**src/rtl/mux2_rr_arbiter.sv**
```systemverilog
// Round-robin arbiter sharing one 2:1 mux between requesters A and B, with
// packet-granular grants, a beat-count cap and a single-entry output register.
module mux2_rr_arbiter #(
   parameter int WIDTH     = 8,
   parameter int MAX_BEATS = 16,
   parameter int CNT_W     = 5
) (
   input  logic             clk,
   input  logic             rst_n,
   input  logic             a_valid,
   input  logic [WIDTH-1:0] a_data,
   input  logic             a_last,
   output logic             a_ready,
   input  logic             b_valid,
   input  logic [WIDTH-1:0] b_data,
   input  logic             b_last,
   output logic             b_ready,
   output logic             o_valid,
   output logic [WIDTH-1:0] o_data,
   output logic             o_last,
   input  logic             o_ready,
   output logic             o_src,
   output logic             overrun,
   output logic [1:0]       o_dbg_state
);

   // Handshake: a beat moves on any channel only in a cycle where valid and
   // ready are both high; ready never depends on the same channel's valid.
   typedef enum logic [1:0] {
      S_IDLE  = 2'd0,
      S_GNT_A = 2'd1,
      S_GNT_B = 2'd2
   } state_t;

   localparam logic [CNT_W-1:0] L_CNT_MAX = CNT_W'(MAX_BEATS);

   state_t           r_state;
   state_t           w_next;
   logic             r_prio;
   logic [CNT_W-1:0] r_cnt;
   logic             r_o_valid;
   logic [WIDTH-1:0] r_o_data;
   logic             r_o_last;
   logic             r_o_src;
   logic             r_overrun;

   logic             w_gnt;
   logic             w_sel;
   logic [WIDTH-1:0] w_mux_data;
   logic             w_mux_last;
   logic             w_gv;
   logic             w_out_free;
   logic             w_accept;
   logic [CNT_W-1:0] w_cnt_inc;
   logic             w_cap;
   logic             w_end;
   logic             w_force;

   assign w_gnt      = (r_state == S_GNT_A) || (r_state == S_GNT_B);
   assign w_sel      = (r_state == S_GNT_B);
   assign w_mux_data = w_sel ? b_data  : a_data;
   assign w_mux_last = w_sel ? b_last  : a_last;
   assign w_gv       = w_sel ? b_valid : a_valid;
   assign w_out_free = !r_o_valid || o_ready;

   assign a_ready    = (r_state == S_GNT_A) && w_out_free;
   assign b_ready    = (r_state == S_GNT_B) && w_out_free;
   assign w_accept   = w_gnt && w_gv && w_out_free;

   // The cap is judged on the count including the beat being accepted now.
   assign w_cnt_inc  = r_cnt + CNT_W'(1);
   assign w_cap      = (w_cnt_inc == L_CNT_MAX);
   assign w_end      = w_accept && (w_mux_last || w_cap);
   assign w_force    = w_accept && w_cap && !w_mux_last;

   always_comb begin
      w_next = r_state;
      case (r_state)
         S_IDLE: begin
            if (a_valid && b_valid) w_next = r_prio ? S_GNT_B : S_GNT_A;
            else if (a_valid)       w_next = S_GNT_A;
            else if (b_valid)       w_next = S_GNT_B;
         end
         S_GNT_A, S_GNT_B: begin
            if (w_end) w_next = S_IDLE;
         end
         default: w_next = S_IDLE;
      endcase
   end

   always_ff @(posedge clk or negedge rst_n) begin
      if (!rst_n) begin
         r_state <= S_IDLE;
         r_prio  <= 1'b0;
         r_cnt   <= '0;
      end else begin
         r_state <= w_next;
         if (w_end) begin
            r_prio <= !w_sel;
            r_cnt  <= '0;
         end else if (w_accept) begin
            r_cnt  <= w_cnt_inc;
         end
      end
   end

   always_ff @(posedge clk or negedge rst_n) begin
      if (!rst_n) begin
         r_o_valid <= 1'b0;
         r_o_data  <= '0;
         r_o_last  <= 1'b0;
         r_o_src   <= 1'b0;
         r_overrun <= 1'b0;
      end else begin
         r_overrun <= w_force;
         if (w_accept) begin
            r_o_valid <= 1'b1;
            r_o_data  <= w_mux_data;
            r_o_last  <= w_mux_last || w_cap;
            r_o_src   <= w_sel;
         end else if (o_ready) begin
            r_o_valid <= 1'b0;
         end
      end
   end

   assign o_valid     = r_o_valid;
   assign o_data      = r_o_data;
   assign o_last      = r_o_last;
   assign o_src       = r_o_src;
   assign overrun     = r_overrun;
   assign o_dbg_state = r_state;

endmodule

```
**config.mk**
```make
export PLATFORM = sky130hd
export DESIGN_NAME = mux2_rr_arbiter
export DESIGN_NICKNAME = d
export VERILOG_FILES = /design/src/rtl/mux2_rr_arbiter.sv
export SDC_FILE = /design/constraint.sdc
export NUM_CORES = 1
export LEC_CHECK = 0
export CORE_MARGIN = 2
export CORE_UTILIZATION = 39
export CTS_CLUSTER_SIZE = 16
export DETAILED_ROUTE_END_ITERATION = 10
export PLACE_DENSITY = 0.75
export SLEW_MARGIN = 20
export SYNTH_ARGS = -nofsm -noshare
export SYNTH_HDL_FRONTEND = slang
export SYNTH_SLANG_ARGS = --single-unit
```
**constraint.sdc**
```tcl
create_clock -name clk -period 2 [get_ports clk]
set_input_delay 0.4 -clock clk [delete_from_list [all_inputs] [get_ports clk]]
set_output_delay 0.4 -clock clk [all_outputs]
set_load 0.1 [all_outputs]
```
* After elaboration in Yosys (flattened, before gate mapping) *
Cells that the tools add are included.
W data, S select, Z words.

cells by class
  $add $sub $neg = 1
  equal/unequal tests = 5
  multiplexer cells = 13
  reductions and logical operators = 19

operators with widths
  operator               count
  $mux W2                5
  $mux W5                2
  $logic_and A1 B1 Y1    8
  $mux W8                1
  $add A5 B1 Y5 const B  1
  $eq A5 B5 Y1 const B   1
  $mux W1                4
  $ne A4 B4 Y1 const B   1
  $pmux W2 S2            1
  $reduce_bool A2 Y1     2
  $logic_not A1 Y1       3
  $logic_or A1 B1 Y1     3
  $eq A2 B1 Y1 const B   1
  $eq A2 B2 Y1 const B   1
  $logic_not A2 Y1       1
  $ne A2 B2 Y1 const B   1
  $reduce_and A2 Y1      1
  $reduce_or A2 Y1       1

word-level totals
  register bits = 20
  output and inout bits = 16
  logic and storage cells = 46

* Longest topological paths before layout *
  depth after elaboration = 7
  gate-level depth with buffers = 9
  mapped depth without buffers = 7

* Worst setup path after synthesis *
OpenSTA, ideal clock, no wires.

  path type = register -> output
  start point = reg r_state[1], in the netlist o_dbg_state[1]
  end point = out b_ready
  data arrival time = 2371 ps
  required time = 1600 ps
  path slack = -771 ps
  stages on the path, launching flop included = 5
  path buffers = 2
  cells stage by stage = dfrtp_1 > ha_1 > buf_4 > buf_2 > and2_1

between the ends
  word-level cells in the longest chain between the ends = 2

RTL lines
  item                    line  text
  from (decl)             37    state_t r_state;
  from (signal assigned)  97    r_state <= w_next;
  $eq A2 B2 Y1            -
  named net w_sel         48    logic w_sel;
  $logic_and A1 B1 Y1     67    assign b_ready = (r_state == S_GNT_B) && w_out_free;
  to (decl)               17    output logic b_ready,

The timed path passes the listed nets, and every way through them passes these cells.

* Final worst setup path *
  start point = in o_ready
  end point = out b_ready

between the ends
  word-level cells in the longest chain between the ends = 2

RTL lines
  item                 line  text
  from (decl)          21    input logic o_ready,
  $logic_or A1 B1 Y1   64    assign w_out_free = !r_o_valid || o_ready;
  $logic_and A1 B1 Y1  67

Every way passes these cells.

==> impl_metrics.yaml <==
run_status:
  status: "finished, final reports clean"
timing:
  fmax_mhz: 522
  finalSetupViolCount: 0
  maxSlewViolCount: 0
  final.setup_skew_ns: 0.00474
  setup_ws_ns: 0.0833
  finalHoldViolations: 0
  period_needed_ns: 1.92
  finalCritPeriodShare_pct: 95.8
  hold_slack_ns: 0.413
  max_slew.worst_pin.slew_ns: 0.475
  rsz0062_at_grt: "no"
  relSlewSlack_pct: 68.2
  setup-tns-final_ns: 0
layout:
  fill_cells: 200
  final_util_pct: 63.5
  layout-drive-gt1-share_pct: 28.1
  nets: 181
  n_antenna_cell: 0
  syn_to_final_growth_pct: 52.0
yosys:
  synth.top_cells.by_area: "dfrtp_1 (48%), mux2i_1 (9.6%), o21ai_0 (7.7%)"
  syn_inst: 104
  synthDistinctLibCells: 27
  synth_warnings: 0
  async_flop_share_pct: 100
  synthFlopType: "dfrtp_1"
  syn_area_per_cell_um2: 10.0
  netlist_area_um2: 1040
  ys_ff_latch: 20
  synth_common_cells: "dfrtp_1 (20), nand2_1 (18), o21ai_0 (16)"
  yosysMostFrequentCell: "dfrtp_1"
  yosysTopAreaCell: "dfrtp_1"
  synth-seq-area-share_pct: 48.0
  netlist.area_leader.share_pct: 48.0
  synth-edff-count: 0
  syn-num-nets: 131
cts:
  tritoncts: "yes"
  cts_buffers: 3
  clk_pin_slew_ns: 0.11
  clock-root-buffer: "clkbuf_4"
  max-clock-path-buffers: 2
  h-tree-depth: 1
  cts_sinks: 20
  ctsHoldBuffers: 0
  clk_latency_ns: 0.30
global_route:
  grt_remaining_overflow: 0
  grt_pass1_vias: 960
  grt_pass1_wl_mm: 4.08
  grt_max_degree: 23
  antenna_found_initial: 0
  grt_usage_pct: 16.6
die:
  coreArea_um2: 2500
  die_area_um2: 3110
  row_count: 18
  floorplan.initialDensity_pct: 41.7
  pin_count: 39
  die_y_um: 55.7
  die-width_um: 55.7
routing:
  drt_iter0_markers: 9
  drc: 0
  drtAntennaViolNets: 0
  dr_total_vias: 931
  drtPass1Iterations: 3
  viasPerCell: 5.09
  totalWireLength_mm: 2.34
  wire_per_inst_um: 12.8
setup_path:
  cp_max_fo: 3
  crit_path_start_kind: "primary input"
  endpoint_kind: "output port"
  worstSetupPathType: "in -> out"
  cp.required_ns: 1.60
  cp.arrival_ns: 1.52
place:
  hpwl_mm: 1.87
  dp_slack_ns: -0.0270
  gp_congestion: 0.803
  io_buffers: 38
min_path:
  worstHoldPathType: "in -> async"
job:
  maxCapViolations: 0
[worst max-delay path: stages]
cell	delay (ns)
clkdlybuf4s50_1	0.39
nand2b_1	0.19
buf_4	0.16
and2_2	0.21
buf_12	0.17
[routing by layer]
metal	routed length (um)	part of all wire (%)	vias up	GRT usage, %
met4	0	0	0	4.18
met1	1000	43	435	18.9
met2	1160	49	31	30.3
met5	0	0	-	0
li1	-	-	465	-
met3	177	7.6	0	4.88
[final cells by class]
cell class	count	area, um2	share of cell area (%)
inverter	2	10.0	0.631
sequential	20	508	32.0
clock buffer	4	36.3	2.29
tap	30	37.5	2.37
multi-input combinational	77	532	33.5
timing repair buffer	50	463	29.2
[sequential cells by signal, summed over array words and instances, names as in the netlist]
| register | cells |
|---|---|
| o_last | 1 |
| r_cnt | 5 |
| o_data | 8 |
| o_src | 1 |
| o_valid | 1 |
| r_prio | 1 |
| overrun | 1 |
| o_dbg_state | 2 |
[final timing paths]
check,start,to,slack (ns),cells past startpoint
worst max register to register,o_dbg_state[0],o_dbg_state[1],0.11,7
worst max-delay path,o_ready,b_ready,0.08,5
max in group asynchronous,rst_n,o_data[1],1.11,2
worst min register to register,o_data[5],o_data[5],0.50,2
worst min-delay path,rst_n,o_dbg_state[1],0.41,1
min in group clk,o_data[5],o_data[5],0.50,2
[cells in the final DEF (no fill, tap or decap), drive strengths merged]
master and count:
dfrtp 20, clkbuf 4, nand3 5, nand2 18
a22o 1, mux2i 10, ha 4, inv 2
clkdlybuf4s50 22, mux2 4, and2 2, a31oi 2
a21oi 2, o21ai 16, a21bo 1, nand4b 1
nor2 3, o31ai 1, buf 28, nor3 3
a21boi 1, a32o 1, nand2b 2
[what timing repair did]
| item | 4_1_cts | 5_1_grt |
|---|---|---|
| setup endpoints to repair | 1 | 0 |
| buffers inserted | 1 | 0 |
| resized for setup | 2 | 0 |
[metrics by stage]
stage,instance area (um2),std cells
after global placement,1540,178
after global routing,1590,183
after floorplan,1080,104
after CTS,1590,183
final,1590,183
after detailed placement,1540,178
[cell families (layout without fill, tap and decap cells)]
logic type / count (synthesis) / in the layout / synth area share, %
simple gates: 34 / 34 / 15.1
compound gates: 25 / 25 / 14.6
flops: 20 / 20 / 48.0
mux: 14 / 14 / 14.3
buf+inv: 7 / 56 / 3.24
fa+ha+maj: 4 / 4 / 4.80
Power of run 1 is left out: the tool's default activity adds up to more than one toggle a clock period on the data nets, which glitch-free logic cannot reach.
